## config.mk

```make
export PLATFORM = sky130hd
export DESIGN_NAME = seg_display_mux_flat
export DESIGN_NICKNAME = d
export VERILOG_FILES = /design/src/rtl/seg_display_mux_pkg.sv /design/src/rtl/seg_display_mux_if.sv /design/src/rtl/seg_char_rom.sv /design/src/rtl/seg_display_mux.sv /design/src/flat_wrapper.sv
export SDC_FILE = /design/constraint.sdc
export NUM_CORES = 1
export LEC_CHECK = 0
export ABC_CLOCK_PERIOD_IN_PS = 2800
export BUFFER_PORTS_ARGS = -buffer_cell sky130_fd_sc_hd__buf_2
export CORE_MARGIN = 4
export CORE_UTILIZATION = 40
export DETAILED_ROUTE_END_ITERATION = 8
export PLACE_DENSITY_LB_ADDON = 0.2
export SYNTH_ARGS = -nofsm -noshare
export SYNTH_HDL_FRONTEND = slang
export SYNTH_SLANG_ARGS = --single-unit
```

## constraint.sdc

```tcl
create_clock -name clk -period 2.8 [get_ports clk]
set_input_delay 0.28 -clock clk [delete_from_list [all_inputs] [get_ports clk]]
set_output_delay 0.28 -clock clk [all_outputs]
set_load 0.1 [all_outputs]
```

## src/rtl/seg_display_mux_pkg.sv

```systemverilog
// seg_display_mux_pkg: character codes, active-low ABCDEFG patterns and scan states
package seg_display_mux_pkg;
    localparam logic [4:0] CH_0     = 5'h00;
    localparam logic [4:0] CH_1     = 5'h01;
    localparam logic [4:0] CH_2     = 5'h02;
    localparam logic [4:0] CH_3     = 5'h03;
    localparam logic [4:0] CH_4     = 5'h04;
    localparam logic [4:0] CH_5     = 5'h05;
    localparam logic [4:0] CH_6     = 5'h06;
    localparam logic [4:0] CH_7     = 5'h07;
    localparam logic [4:0] CH_8     = 5'h08;
    localparam logic [4:0] CH_9     = 5'h09;
    localparam logic [4:0] CH_A     = 5'h0A;
    localparam logic [4:0] CH_B     = 5'h0B;
    localparam logic [4:0] CH_C     = 5'h0C;
    localparam logic [4:0] CH_D     = 5'h0D;
    localparam logic [4:0] CH_E     = 5'h0E;
    localparam logic [4:0] CH_F     = 5'h0F;
    localparam logic [4:0] CH_L     = 5'h10;
    localparam logic [4:0] CH_P     = 5'h11;
    localparam logic [4:0] CH_N     = 5'h12;
    localparam logic [4:0] CH_V     = 5'h13;
    localparam logic [4:0] CH_DASH  = 5'h14;
    localparam logic [4:0] CH_UNDER = 5'h15;
    localparam logic [4:0] CH_BLANK = 5'h16;

    localparam logic [6:0] SEG_0     = 7'b0000001;
    localparam logic [6:0] SEG_1     = 7'b1001111;
    localparam logic [6:0] SEG_2     = 7'b0010010;
    localparam logic [6:0] SEG_3     = 7'b0000110;
    localparam logic [6:0] SEG_4     = 7'b1001100;
    localparam logic [6:0] SEG_5     = 7'b0100100;
    localparam logic [6:0] SEG_6     = 7'b0100000;
    localparam logic [6:0] SEG_7     = 7'b0001111;
    localparam logic [6:0] SEG_8     = 7'b0000000;
    localparam logic [6:0] SEG_9     = 7'b0000100;
    localparam logic [6:0] SEG_A     = 7'b0001000;
    localparam logic [6:0] SEG_B     = 7'b1100000;
    localparam logic [6:0] SEG_C     = 7'b0110001;
    localparam logic [6:0] SEG_D     = 7'b1000010;
    localparam logic [6:0] SEG_E     = 7'b0110000;
    localparam logic [6:0] SEG_F     = 7'b0111000;
    localparam logic [6:0] SEG_L     = 7'b1110001;
    localparam logic [6:0] SEG_P     = 7'b0011000;
    localparam logic [6:0] SEG_N     = 7'b1101010;
    localparam logic [6:0] SEG_V     = 7'b1000001;
    localparam logic [6:0] SEG_DASH  = 7'b1111110;
    localparam logic [6:0] SEG_UNDER = 7'b1110111;
    localparam logic [6:0] SEG_OFF   = 7'b1111111;

    typedef enum logic {ST_GUARD, ST_DRIVE} scan_state_e;
endpackage

```

## src/rtl/seg_display_mux_if.sv

```systemverilog
// seg_display_mux_if: content load port and display pin bundle
interface seg_display_mux_if #(parameter int NUM_DIGITS = 4);
    logic                    load;
    logic [5*NUM_DIGITS-1:0] chars_in;
    logic [NUM_DIGITS-1:0]   dp_in;
    logic [NUM_DIGITS-1:0]   blink_in;
    logic [6:0]              seg_n;
    logic                    dp_n;
    logic [NUM_DIGITS-1:0]   an_n;
    logic                    frame_done;

    modport master (output load, chars_in, dp_in, blink_in, input seg_n, dp_n, an_n, frame_done);
    modport slave  (input load, chars_in, dp_in, blink_in, output seg_n, dp_n, an_n, frame_done);
endinterface

```

## src/rtl/seg_char_rom.sv

```systemverilog
// seg_char_rom: 5-bit character code to active-low ABCDEFG pattern
module seg_char_rom
    import seg_display_mux_pkg::*;
(
    input  logic [4:0] code_i,
    output logic [6:0] seg_o
);
    // Unassigned codes (0x17-0x1F) fall through to blank
    always_comb begin
        seg_o = SEG_OFF;
        case (code_i)
            CH_0:     seg_o = SEG_0;
            CH_1:     seg_o = SEG_1;
            CH_2:     seg_o = SEG_2;
            CH_3:     seg_o = SEG_3;
            CH_4:     seg_o = SEG_4;
            CH_5:     seg_o = SEG_5;
            CH_6:     seg_o = SEG_6;
            CH_7:     seg_o = SEG_7;
            CH_8:     seg_o = SEG_8;
            CH_9:     seg_o = SEG_9;
            CH_A:     seg_o = SEG_A;
            CH_B:     seg_o = SEG_B;
            CH_C:     seg_o = SEG_C;
            CH_D:     seg_o = SEG_D;
            CH_E:     seg_o = SEG_E;
            CH_F:     seg_o = SEG_F;
            CH_L:     seg_o = SEG_L;
            CH_P:     seg_o = SEG_P;
            CH_N:     seg_o = SEG_N;
            CH_V:     seg_o = SEG_V;
            CH_DASH:  seg_o = SEG_DASH;
            CH_UNDER: seg_o = SEG_UNDER;
            default:  seg_o = SEG_OFF;
        endcase
    end
endmodule

```

## src/rtl/seg_display_mux.sv

```systemverilog
// seg_display_mux: multiplexed common-anode 7-segment scanner with guard gaps and
// frame-synchronous content update; optional per-digit blink under SEG_BLINK_EN
module seg_display_mux
    import seg_display_mux_pkg::*;
#(
    parameter int NUM_DIGITS   = 4,
    parameter int DRIVE_CYC    = 50000,
    parameter int GUARD_CYC    = 500,
    parameter int BLINK_FRAMES = 64
) (
    input logic clk,
    input logic rst_n,
    seg_display_mux_if.slave bus
);
    localparam int MAXC = DRIVE_CYC > GUARD_CYC ? DRIVE_CYC : GUARD_CYC;
    localparam int CW = MAXC > 1 ? $clog2(MAXC) : 1;
    localparam int IW = NUM_DIGITS > 1 ? $clog2(NUM_DIGITS) : 1;
    localparam logic [CW-1:0] DRIVE_LAST = CW'(DRIVE_CYC - 1);
    localparam logic [CW-1:0] GUARD_LAST = CW'(GUARD_CYC > 0 ? GUARD_CYC - 1 : 0);
    localparam logic [IW-1:0] IDX_LAST = IW'(NUM_DIGITS - 1);
    // Each digit slot opens with a guard unless the guard is configured away
    localparam scan_state_e ST_SLOT = GUARD_CYC > 0 ? ST_GUARD : ST_DRIVE;
    localparam logic [5*NUM_DIGITS-1:0] ALL_BLANK = {NUM_DIGITS{CH_BLANK}};

    scan_state_e             state_q, state_d;
    logic [CW-1:0]           cnt_q, cnt_d;
    logic [IW-1:0]           idx_q, idx_d;
    logic [5*NUM_DIGITS-1:0] pend_chars_q, shad_chars_q;
    logic [NUM_DIGITS-1:0]   pend_dp_q, pend_blink_q, shad_dp_q, shad_blink_q;
    logic [NUM_DIGITS-1:0]   an_q, an_d;
    logic [6:0]              seg_q, seg_d, rom_seg;
    logic                    dp_q, dp_d, fd_q;
    logic                    guard_end, drive_end, frame_end, hide, blink_phase;

    assign guard_end = state_q == ST_GUARD && cnt_q == GUARD_LAST;
    assign drive_end = state_q == ST_DRIVE && cnt_q == DRIVE_LAST;
    assign frame_end = drive_end && idx_q == IDX_LAST;

    // Slot sequencing: guard -> drive -> next digit, counter cleared on each change
    always_comb begin
        state_d = guard_end ? ST_DRIVE : drive_end ? ST_SLOT : state_q;
        cnt_d   = (guard_end || drive_end) ? '0 : cnt_q + 1'b1;
        idx_d   = frame_end ? '0 : drive_end ? idx_q + 1'b1 : idx_q;
    end

    // Scan state register
    always_ff @(posedge clk or negedge rst_n) begin
        if (!rst_n) begin
            state_q <= ST_SLOT;
            cnt_q   <= '0;
            idx_q   <= '0;
        end else begin
            state_q <= state_d;
            cnt_q   <= cnt_d;
            idx_q   <= idx_d;
        end
    end

    // Pending takes every load; shadow only changes at the frame boundary, with a
    // load on that same cycle bypassing pending so it is not lost for a frame
    always_ff @(posedge clk or negedge rst_n) begin
        if (!rst_n) begin
            pend_chars_q <= ALL_BLANK;
            pend_dp_q    <= '0;
            pend_blink_q <= '0;
            shad_chars_q <= ALL_BLANK;
            shad_dp_q    <= '0;
            shad_blink_q <= '0;
        end else begin
            if (bus.load) begin
                pend_chars_q <= bus.chars_in;
                pend_dp_q    <= bus.dp_in;
                pend_blink_q <= bus.blink_in;
            end
            if (frame_end) begin
                shad_chars_q <= bus.load ? bus.chars_in : pend_chars_q;
                shad_dp_q    <= bus.load ? bus.dp_in : pend_dp_q;
                shad_blink_q <= bus.load ? bus.blink_in : pend_blink_q;
            end
        end
    end

`ifdef SEG_BLINK_EN
    localparam int FW = BLINK_FRAMES > 1 ? $clog2(BLINK_FRAMES) : 1;
    localparam logic [FW-1:0] FRAME_LAST = FW'(BLINK_FRAMES - 1);
    logic [FW-1:0] fcnt_q;
    logic          blink_q;

    // Blink phase flips after every BLINK_FRAMES completed frames
    always_ff @(posedge clk or negedge rst_n) begin
        if (!rst_n) begin
            fcnt_q  <= '0;
            blink_q <= 1'b0;
        end else if (frame_end) begin
            fcnt_q  <= fcnt_q == FRAME_LAST ? '0 : fcnt_q + 1'b1;
            blink_q <= blink_q ^ (fcnt_q == FRAME_LAST);
        end
    end

    assign blink_phase = blink_q;
`else
    assign blink_phase = 1'b0;
`endif

    seg_char_rom u_rom (
        .code_i (shad_chars_q[5*idx_q +: 5]),
        .seg_o  (rom_seg)
    );

    assign hide = blink_phase & shad_blink_q[idx_q];

    // Pin values for the current slot; anode timing ignores blink
    always_comb begin
        an_d  = state_q == ST_DRIVE ? ~(NUM_DIGITS'(1) << idx_q) : '1;
        seg_d = (state_q == ST_DRIVE && !hide) ? rom_seg : SEG_OFF;
        dp_d  = !(state_q == ST_DRIVE && !hide && shad_dp_q[idx_q]);
    end

    // Registered pins, all dark in reset
    always_ff @(posedge clk or negedge rst_n) begin
        if (!rst_n) begin
            an_q  <= '1;
            seg_q <= SEG_OFF;
            dp_q  <= 1'b1;
            fd_q  <= 1'b0;
        end else begin
            an_q  <= an_d;
            seg_q <= seg_d;
            dp_q  <= dp_d;
            fd_q  <= frame_end;
        end
    end

    assign bus.an_n       = an_q;
    assign bus.seg_n      = seg_q;
    assign bus.dp_n       = dp_q;
    assign bus.frame_done = fd_q;
endmodule

```

## src/flat_wrapper.sv

```systemverilog
// flat-port wrapper written by rule: the top's interface ports become plain ports
module seg_display_mux_flat import seg_display_mux_pkg::*;
#(
    parameter int NUM_DIGITS   = 4,
    parameter int DRIVE_CYC    = 50000,
    parameter int GUARD_CYC    = 500,
    parameter int BLINK_FRAMES = 64
)
  (clk, rst_n, bus_load, bus_chars_in, bus_dp_in, bus_blink_in, bus_seg_n, bus_dp_n, bus_an_n, bus_frame_done);
  seg_display_mux_if #(.NUM_DIGITS(NUM_DIGITS)) bus_i ();
  input logic clk;
  input logic rst_n;
  input wire logic [$bits(bus_i.load)-1:0] bus_load;
  input wire logic [$bits(bus_i.chars_in)-1:0] bus_chars_in;
  input wire logic [$bits(bus_i.dp_in)-1:0] bus_dp_in;
  input wire logic [$bits(bus_i.blink_in)-1:0] bus_blink_in;
  output wire logic [$bits(bus_i.seg_n)-1:0] bus_seg_n;
  output wire logic [$bits(bus_i.dp_n)-1:0] bus_dp_n;
  output wire logic [$bits(bus_i.an_n)-1:0] bus_an_n;
  output wire logic [$bits(bus_i.frame_done)-1:0] bus_frame_done;
  assign bus_i.load = bus_load;
  assign bus_i.chars_in = bus_chars_in;
  assign bus_i.dp_in = bus_dp_in;
  assign bus_i.blink_in = bus_blink_in;
  assign bus_seg_n = bus_i.seg_n;
  assign bus_dp_n = bus_i.dp_n;
  assign bus_an_n = bus_i.an_n;
  assign bus_frame_done = bus_i.frame_done;
  seg_display_mux #(.NUM_DIGITS(NUM_DIGITS), .DRIVE_CYC(DRIVE_CYC), .GUARD_CYC(GUARD_CYC), .BLINK_FRAMES(BLINK_FRAMES)) u_core (.clk(clk), .rst_n(rst_n), .bus(bus_i));
endmodule
```

==> results.md <==
- The run finished with clean final reports.
- The register clock-pin slew on the reported worst setup and hold paths is around 90 ps.
- The critical path start-end classification is flop to flop.
- After synthesis the netlist holds a flip-flop and latch count of 80.
- The largest fanout of any net on the critical path is 7.
- Summing the areas of all and, or, nand and nor instances in the mapped netlist gives between 10% and 20% of the synthesized area.
- At the pin with the least slew margin, the transition time is 973 ps.
- The hold buffer count at cts is 0.
- The synthesized design spends more area on one cell type than any other, namely dfrtp_1.
- Global routing used ~13% of the available tracks across all layers.
- The fraction of the core area covered by cells at the end of the flow is roughly 46%.
- The clock net in this run drives a total of 80 sinks.
- The area fraction of the dominant cell type after synthesis is around 29%.
- The initial utilization of the core area, before any placement, comes to around 40%.
- The root buffer cell is clkbuf_8.
- The final number of hold-violating endpoints is 0.
- The first TritonRoute pass finished after 4 iterations.
- The TritonCTS clock tree is yes.
- The worst setup path is captured at a flop.
- Entering global routing, the biggest net connects slightly above 80 pins.
- Detailed routing inserted a total of 2260 vias.
- The number of top-level pins is between 40 and 50.
- The post-CTS setup-driven buffer insertion count is 0.
- The arrival time at the worst endpoint is 2630 ps.
- The number of antenna violations at the first check in global routing is 0.
- The required time of the worst setup path is 3050 ps.
- The layout cell share with drive strength beyond 1 is ~44%.
- The floorplan step defined a die boundary enclosing approximately 11000 um2.
- The synthesized netlist devotes under 10% of its cell area to compound gates.
- The wire length of the first global-routing pass is approximately 12000 um.
- The placeable core region is 9240 um2.
- For this block, the initial DRC count from the detailed router was 98.
- The synthesized design contains 0 enable-type register cells.
- The worst register-to-register path has a setup slack of about 420 ps.
- Averaged over all synthesized cells, the footprint is between 10 and 15 um2.
- In the synthesized netlist, mux cells make up 20.0% of the area.
- In the finished design, the share of the clock period the worst path needs comes to 85.1%.
- The adder and majority cell fraction of the synthesized area is 3.97%.
- Headroom to the max-slew limit came out at between 30% and 40%.
- The insertion delay of the later-clocked pin in the worst-skew pair is around 350 ps.
- The most used flip-flop cell after synthesis is dfrtp_1.
- The number of antenna repair diodes is 0.
- In this run the tool buffered the top-level ports with 39 buffer cells.
- The final net count is 366.
- The clock buffer count from CTS is 9.
- The most common cell after layout, fill and taps aside is dfrtp_1.
- The placer's final routability congestion estimate is ~0.82.
- The final hold slack is approximately 79 ps.
- After synthesis, the netlist uses 48 different library cells.
- Of the total synthesized cell area, the portion taken by XOR and XNOR cells is under 10%.
- Setup repair after global routing left no endpoint under its margin.
- The wire length per cell after detailed routing is ~14 um.
- The analysis attributes to cell leakage a power of roughly 1.8 nW.
- Setup violations remaining at the end of the flow were counted as 0.
- The number of H-tree levels is 3.
- The growth of design area from synthesis to finish is 12.1%.
- Counting every net in the synthesized netlist gives 328.
- The final layout contains routed wiring with a total length of between 6000 and 7000 um.
- In this run the cell area of the synthesized design comes to about 3800 um2.
- The top cell types in the final layout, fill and taps aside, are dfrtp_1 (44), buf_2 (38), mux2_2 (37), dfstp_2 (36), nor2_1 (19).
- In the final timing run, aggregate negative setup slack is 0 ps.
- The number of warning messages in the yosys log is 0.
- Max-cap violations in this run came to 0.
- The via count of the first global-routing pass came to ~2400.
- After synthesis, the largest family of logic cells by area is multiplexers.
- The floorplan die height is 105 um.
- The final number of max-transition violations came to 0.
- The remaining antenna violation count after routing is 0.
- Between clock sinks in the finished design, the worst skew comes to 9.65 ps.
- The routed via count divided by cell count is 4.95.
- The worst vdd rail ir drop is ~0.00021 V.
- The floorplan has 35 rows.
- The number of design rule violations left after detail routing is 0.
- After legalization and detailed placement, the total HPWL measured approximately 4500 um.
- By area the synthesized netlist is led by dfrtp_1 (29%), dfstp_2 (25%), mux2_2 (11%).
- The path class of the tightest hold or removal check is input pin to asynchronous set/reset pin.
- The category of the worst setup path launch point is a flop.
- The clock passes through at most 2 buffers.
- Power spread over the standard cell area amounts to 496 nW/um2.
- Derived from the worst setup path, the maximum achievable clock frequency is between 400 and 500 MHz.
- The instance count of the mapped netlist is roughly 290.
- The time the worst path needs with I/O delays and setup is approximately 2400 ps.
- The number of gates given a new drive strength after cts is 0.
- Of the synthesized area, sequential elements account for between 50 and 60%.
- The floorplan step set the die width to ~110 um.
- The fraction of registers with async set/reset is 100%.
- The remaining global-route overflow is 0.
## layer usage
layer	vias to the layer above	GRT usage (%)	wire length, um
li1	1084	-	-
met2	40	20.4	3180
met4	0	5.90	155
met5	-	0	0
met3	13	2.82	221
met1	1123	16.9	3050
## cells by family after synthesis
logic type                 count (synthesis)
DFF                                       80
muxes                                     61
and+or+nand+nor                           72
buffers and inverters                     23
xor gates and xnor gates                  12
adders and majority gates                 12
AOI/OAI and AO/OA                         25
## through the flow
| step | std cells | worst slack (ps) | total power [mW] | instance area (um2) |
|---|---|---|---|---|
| floorplan | 285 | 683 | 1.28 | 3780 |
| global placement | 441 | 467 | 1.33 | 4060 |
| detailed placement | 441 | 424 | 1.33 | 4060 |
| CTS | 457 | 417 | 2.14 | 4240 |
| global route | 457 | 248 | 2.20 | 4240 |
| finish | 457 | 416 | 2.10 | 4240 |
## worst max-delay path: stages, from the launching register on
cell and delay, ps:
dfrtp_1 550, mux4_2 650, inv_1 170, ha_1 310, nor2_1 130, a2bb2oi_1 70
a211oi_1 320, a32oi_1 100
## power breakdown
| group | switching [mW] | internal (mW) | leakage [nW] | total, mW |
|---|---|---|---|---|
| Clock | 0.444 | 0.356 | 0.0938 | 0.800 |
| Combinational | 0.0496 | 0.0446 | 0.791 | 0.0941 |
| Sequential | 0.00733 | 1.20 | 0.949 | 1.21 |
## Yosys cell counts (3+ instances only)
master     instances
dfstp_2           36
nand4_1            7
or3_1              3
a31oi_1            3
mux2i_1            5
xor2_1             6
nor2_1            19
nand3b_1           3
ha_1              12
mux4_2             6
xnor2_1            6
nand2_1           13
a21oi_1            7
inv_1              8
buf_6              4
mux2_1            11
o21ai_0            4
clkbuf_1           7
nand3_1            5
a2bb2oi_1          3
nand2b_1           3
dfrtp_1           44
mux2_2            37
## registers in the layout, indices dropped and copies added, names as in the netlist
| signal | cells |
|---|---|
| u_core.bus.an_n | 4 |
| u_core.bus.dp_n | 1 |
| u_core.bus.frame_done | 1 |
| u_core.bus.seg_n | 7 |
| u_core.cnt_q | 16 |
| u_core.idx_q | 2 |
| u_core.pend_chars_q | 20 |
| u_core.pend_dp_q | 4 |
| u_core.shad_chars_q | 20 |
| u_core.shad_dp_q | 4 |
| u_core.state_q | 1 |
## area by class of cell
cell class              instances  area (um2)
fillers                       886        5000
flip-flops and latches         80        2050
multi-input cells             182        1600
repair buffers                 42         220
well taps                     129         161
clock buffers                  10         138
clock inverters                 6        48.8
inverters                       8        30.0
## final timing paths
| kind | endpoint | startpoint | cells past startpoint |
|---|---|---|---|
| max in group asynchronous | u_core.cnt_q[4] | rst_n | 1 |
| setup / recovery | u_core.bus.seg_n[3] | u_core.idx_q[0] | 7 |
| setup reg to reg | u_core.bus.seg_n[3] | u_core.idx_q[0] | 7 |
| hold / removal | u_core.bus.frame_done | rst_n | 1 |
| hold reg to reg | u_core.cnt_q[0] | u_core.cnt_q[0] | 1 |
| min in group clk | u_core.pend_chars_q[9] | bus_chars_in[9] | 2 |
(Power assumes the default switching activity.)
